**src/rtl/wb_stage_pkg.sv**
```systemverilog
// Shared widths, encodings and the WB register payload for the writeback stage.
package wb_stage_pkg;

  localparam int unsigned XLEN  = 32;
  localparam int unsigned CNT_W = 64;
  localparam int unsigned REG_W = 5;

  // Load size/sign encodings (funct3)
  localparam logic [2:0] F3_LB  = 3'b000;
  localparam logic [2:0] F3_LH  = 3'b001;
  localparam logic [2:0] F3_LW  = 3'b010;
  localparam logic [2:0] F3_LBU = 3'b100;
  localparam logic [2:0] F3_LHU = 3'b101;

  // Writeback source select; 2'b11 falls back to the ALU result
  localparam logic [1:0] WB_ALU  = 2'b00;
  localparam logic [1:0] WB_LOAD = 2'b01;
  localparam logic [1:0] WB_PC4  = 2'b10;

  typedef struct packed {
    logic             valid;
    logic             wr_en;
    logic [REG_W-1:0] rd;
    logic [XLEN-1:0]  data;
  } wb_reg_t;

endpackage

```
**src/rtl/wb_stage_load_align.sv**
```systemverilog
// Extracts the addressed byte/half from the loaded word and sign/zero-extends it.
module load_align
  import wb_stage_pkg::*;
(
  input  logic [2:0]      funct3,
  input  logic [1:0]      off,
  input  logic [XLEN-1:0] word,
  output logic [XLEN-1:0] data_c
);

  logic [7:0]  byte_sel;
  logic [15:0] half_sel;

  // Lane select: half offset ignores off[0], no misalign handling here
  always_comb begin
    byte_sel = word[{off, 3'b000} +: 8];
    half_sel = word[{off[1], 4'b0000} +: 16];
  end

  // Extension by load type; unknown funct3 passes the word through
  always_comb begin
    data_c = word;
    case (funct3)
      F3_LB:   data_c = {{(XLEN-8){byte_sel[7]}}, byte_sel};
      F3_LBU:  data_c = {{(XLEN-8){1'b0}}, byte_sel};
      F3_LH:   data_c = {{(XLEN-16){half_sel[15]}}, half_sel};
      F3_LHU:  data_c = {{(XLEN-16){1'b0}}, half_sel};
      F3_LW:   data_c = word;
      default: data_c = word;
    endcase
  end

endmodule

```
**src/rtl/wb_stage.sv**
```systemverilog
// MEM/WB pipeline register, writeback result mux and retired-instruction counter.
module wb_stage
  import wb_stage_pkg::*;
(
  input  logic             clk,
  input  logic             reset,
  input  logic             stall,
  input  logic             flush,
  input  logic             mem_valid,
  input  logic             mem_reg_write,
  input  logic [REG_W-1:0] mem_rd,
  input  logic [1:0]       mem_wb_sel,
  input  logic [2:0]       mem_funct3,
  input  logic [XLEN-1:0]  mem_alu_result,
  input  logic [XLEN-1:0]  mem_load_word,
  input  logic [XLEN-1:0]  mem_pc_plus4,
  output logic [REG_W-1:0] wb_rd,
  output logic [XLEN-1:0]  wb_write_data,
  output logic             wb_wr_en,
  output logic             wb_valid,
  output logic [CNT_W-1:0] instret
);

  logic [XLEN-1:0]  load_data;
  wb_reg_t          wb_d;
  wb_reg_t          wb_q;
  logic [CNT_W-1:0] instret_q;

  load_align u_load_align (
    .funct3 (mem_funct3),
    .off    (mem_alu_result[1:0]),
    .word   (mem_load_word),
    .data_c (load_data)
  );

  // Result mux and next WB payload; x0 writes are suppressed at capture
  always_comb begin
    wb_d       = '0;
    wb_d.valid = mem_valid;
    wb_d.wr_en = mem_valid & mem_reg_write & (mem_rd != REG_W'(0));
    wb_d.rd    = mem_rd;
    case (mem_wb_sel)
      WB_LOAD: wb_d.data = load_data;
      WB_PC4:  wb_d.data = mem_pc_plus4;
      default: wb_d.data = mem_alu_result;
    endcase
  end

  // WB register: flush inserts a zeroed bubble, stall holds
  always_ff @(posedge clk or negedge reset) begin
    if (!reset) begin
      wb_q <= '0;
    end else if (flush) begin
      wb_q <= '0;
    end else if (!stall) begin
      wb_q <= wb_d;
    end
  end

  // Count an instruction once, as it leaves WB unflushed
  always_ff @(posedge clk or negedge reset) begin
    if (!reset) begin
      instret_q <= '0;
    end else if (wb_q.valid && !stall && !flush) begin
      instret_q <= instret_q + CNT_W'(1);
    end
  end

  assign wb_valid      = wb_q.valid;
  assign wb_wr_en      = wb_q.wr_en;
  assign wb_rd         = wb_q.rd;
  assign wb_write_data = wb_q.data;
  assign instret       = instret_q;

endmodule

```
**config.mk**
```make
export PLATFORM = sky130hd
export DESIGN_NAME = wb_stage
export DESIGN_NICKNAME = d
export VERILOG_FILES = /design/src/rtl/wb_stage_pkg.sv /design/src/rtl/wb_stage_load_align.sv /design/src/rtl/wb_stage.sv
export SDC_FILE = /design/constraint.sdc
export NUM_CORES = 1
export LEC_CHECK = 0
export ABC_AREA = 1
export BUFFER_PORTS_ARGS = -buffer_cell sky130_fd_sc_hd__buf_2
export CORE_ASPECT_RATIO = 1.1
export CORE_UTILIZATION = 29
export DETAILED_ROUTE_END_ITERATION = 12
export PLACE_DENSITY = 0.61
export REMOVE_ABC_BUFFERS = 1
export SLEW_MARGIN = 5
export SYNTH_ARGS = -nofsm -noshare
export SYNTH_HDL_FRONTEND = slang
export SYNTH_SLANG_ARGS = --single-unit
```
**constraint.sdc**
```tcl
create_clock -name clk -period 2 [get_ports clk]
set_clock_uncertainty 0.05 [all_clocks]
set_input_delay 0.2 -clock clk [delete_from_list [all_inputs] [get_ports clk]]
set_output_delay 0.2 -clock clk [all_outputs]
set_load 0.02 [all_outputs]
```
==> impl_metrics.json <==
{
  "ys_types": 37,
  "core_um2": 23000,
  "portBuffers": 214,
  "place.gp.congestion": 0.913,
  "worst_pin_slew_ps": 556,
  "crit_path_start_kind": "flop",
  "drtAntennaViolNets": 0,
  "final_cell_mix": "nand2_1, buf_2, nor2_1",
  "drtPass1Iterations": 7,
  "p_leak_nw": 4.53,
  "layout-drive-gt1-share": 0.234,
  "min_path_cells": 3,
  "die_area_um2": 24200,
  "ioPinCount": 215,
  "initial_utilization": 0.297,
  "crit_fanout": 5,
  "ys.warnings.count": 0,
  "fp.dieH_um": 163,
  "area_growth_pct": 27.5,
  "path_class": "flop to flop",
  "hold_class": "input port to flop",
  "nNetsFinal": 1388,
  "slew_viol_final": 0,
  "postCtsSetupRepairBufs": 0,
  "clk_latency_ps": 360,
  "ir_worst_vdd_mv": 0.376,
  "final_util": 0.379,
  "reg2reg_depth": 9,
  "ys_ff_latch": 103,
  "n_antenna_cell": 0,
  "finalSetupTns_ps": 0,
  "period_needed_ps": 1850,
  "worstSetupEndpointType": "flop",
  "syn_area_um2": 6830,
  "cap_violations": 0,
  "drtIter0Drc": 377,
  "drt-wirelength-per-cell_um": 15.2,
  "grt-ovfl-total": 0,
  "worstHoldStart": "mem_valid",
  "power_density_nw_per_um2": 601,
  "crit_start": "instret[0]",
  "grt_pass1_vias": 7208,
  "mostFrequentLayoutCell": "nand2_1",
  "status": "finished, final reports clean",
  "grtUsageTotal": 0.205,
  "routed_wl_um": 24000,
  "fp-row-count": 58,
  "critPathRequiredTime_ps": 2200,
  "holdWs_ps": 29.1,
  "fp.dieW_um": 148,
  "cp.arrival_ps": 2050,
  "vias_per_cell": 4.72,
  "syn-instance-count": 1051,
  "clkTransAtPathRegs_ps": 80,
  "root_buffer": "clkbuf_16",
  "rsz0062_at_grt": "true",
  "cts_tree": "built",
  "vias": 7442,
  "finalCritPeriodShare": 0.923,
  "max-clock-path-buffers": 2,
  "fmax_mhz": 542,
  "avgSynthCellArea_um2": 6.50,
  "clock-sinks": 103,
  "cts_buffers": 9,
  "dp_hpwl_um": 19100,
  "grt_max_degree": 41,
  "hold_viol": 0,
  "grt_pass1_wl_um": 38200,
  "ys_seq_area_frac": 0.377,
  "rr_startpoint": "instret[0]",
  "htree_levels": 3,
  "drc": 0,
  "slew_headroom": 0.629,
  "finalSetupViolCount": 0,
  "antenna_found_initial": 0
}
[what timing repair did]
item / 4_1_cts / 5_1_grt
endpoints found under the hold margin: 34 / 0
setup endpoints to repair: 0 / 3
hold buffers: 2 / 0
resized for setup: 0 / 2
[layer usage]
| layer | track usage | wire, um | share of wire | vias up |
|---|---|---|---|---|
| li1 | - | - | - | 3730 |
| met1 | 0.243 | 9820 | 0.41 | 3371 |
| met2 | 0.350 | 11400 | 0.48 | 300 |
| met3 | 0.0501 | 1930 | 0.080 | 41 |
| met4 | 0.0914 | 823 | 0.034 | 0 |
| met5 | 0 | 0 | 0 | - |
[logic make-up after synthesis]
logic type	Yosys count	share of synthesized area
adders and majority gates	3	0.00549
and+or+nand+nor	705	0.432
AOI/OAI and AO/OA	89	0.0698
buffers and inverters	110	0.0626
DFF	103	0.377
xor gates and xnor gates	41	0.0525
[registers in the layout, summed over array words and instances, names as in the netlist]
name	cells
instret	64
wb_rd	5
wb_valid	1
wb_wr_en	1
wb_write_data	32
[area by class of cell]
cell class / count / area (um2)
fill: 2520 / 14300
multi-input combinational: 838 / 3840
sequential: 103 / 2580
timing repair buffer: 243 / 1320
tap: 300 / 375
inverter: 78 / 293
clock buffer: 9 / 225
clock inverter: 6 / 81.3
[Yosys cell counts]
cell type | number | area (um2)
a21oi_1 | 45 | 225
a22o_1 | 3 | 26.3
a31oi_1 | 1 | 6.26
and2_1 | 1 | 6.26
buf_1 | 1 | 3.75
buf_2 | 6 | 30.0
buf_6 | 1 | 11.3
clkbuf_1 | 24 | 90.1
clkinv_1 | 2 | 7.51
dfrtp_1 | 103 | 2580
ha_1 | 3 | 37.5
inv_1 | 71 | 267
inv_2 | 5 | 18.8
nand2_1 | 388 | 1460
nand2_2 | 7 | 43.8
nand2_4 | 1 | 11.3
nand3_1 | 30 | 150
nand3_2 | 3 | 30.0
nand3_4 | 1 | 17.5
nand3b_1 | 6 | 45.0
nand4_1 | 16 | 100
nand4_2 | 1 | 12.5
nor2_1 | 213 | 800
nor2_2 | 12 | 75.1
nor2_4 | 8 | 90.1
nor3_1 | 13 | 65.1
nor3_4 | 2 | 32.5
nor3b_1 | 1 | 7.51
nor4_1 | 2 | 12.5
o211ai_1 | 2 | 15.0
o21ai_0 | 25 | 125
o21ai_1 | 5 | 25.0
o21ai_2 | 1 | 8.76
o21bai_1 | 1 | 7.51
o22ai_1 | 6 | 37.5
xnor2_1 | 21 | 184
xor2_1 | 20 | 175
[worst max-delay path, cell delays in order (launching register included)]
cell and delay [ps]:
dfrtp_1 410, ha_1 230, nand2_1 80, nor2_2 200
nand3_4 150, nor2_4 180, nand3_2 140, nor2_1 120
nand2_1 50, and2_1 150
[metrics by stage]
stage / setup WS (ps) / cell area (um2) / total power (W) / std cells
after floorplan: -2.55 / 6700 / 0.00286 / 1019
after detailed placement: 119 / 8380 / 0.00338 / 1560
after global routing: -8.22 / 8710 / 0.00551 / 1577
after global placement: 96.8 / 8380 / 0.00338 / 1560
after CTS: 97.4 / 8700 / 0.00530 / 1577
final: 154 / 8710 / 0.00524 / 1577
[final timing paths]
kind                                      to  slack, ps
max reg2reg                      instret[50]        150
max in group asynchronous        instret[35]        880
min in group asynchronous        instret[23]        310
min reg2reg                wb_write_data[29]        420
max                              instret[50]        150
min                                 wb_valid         30
[report_power, final]
group	total (W)	switching, W	internal [W]	leakage, nW
logic	0.00105	0.000683	0.000368	2.98
clock network	0.00189	0.000902	0.000989	0.149
registers	0.00230	0.000109	0.00219	1.40
No activity file was read; power rests on OpenSTA's default activity.
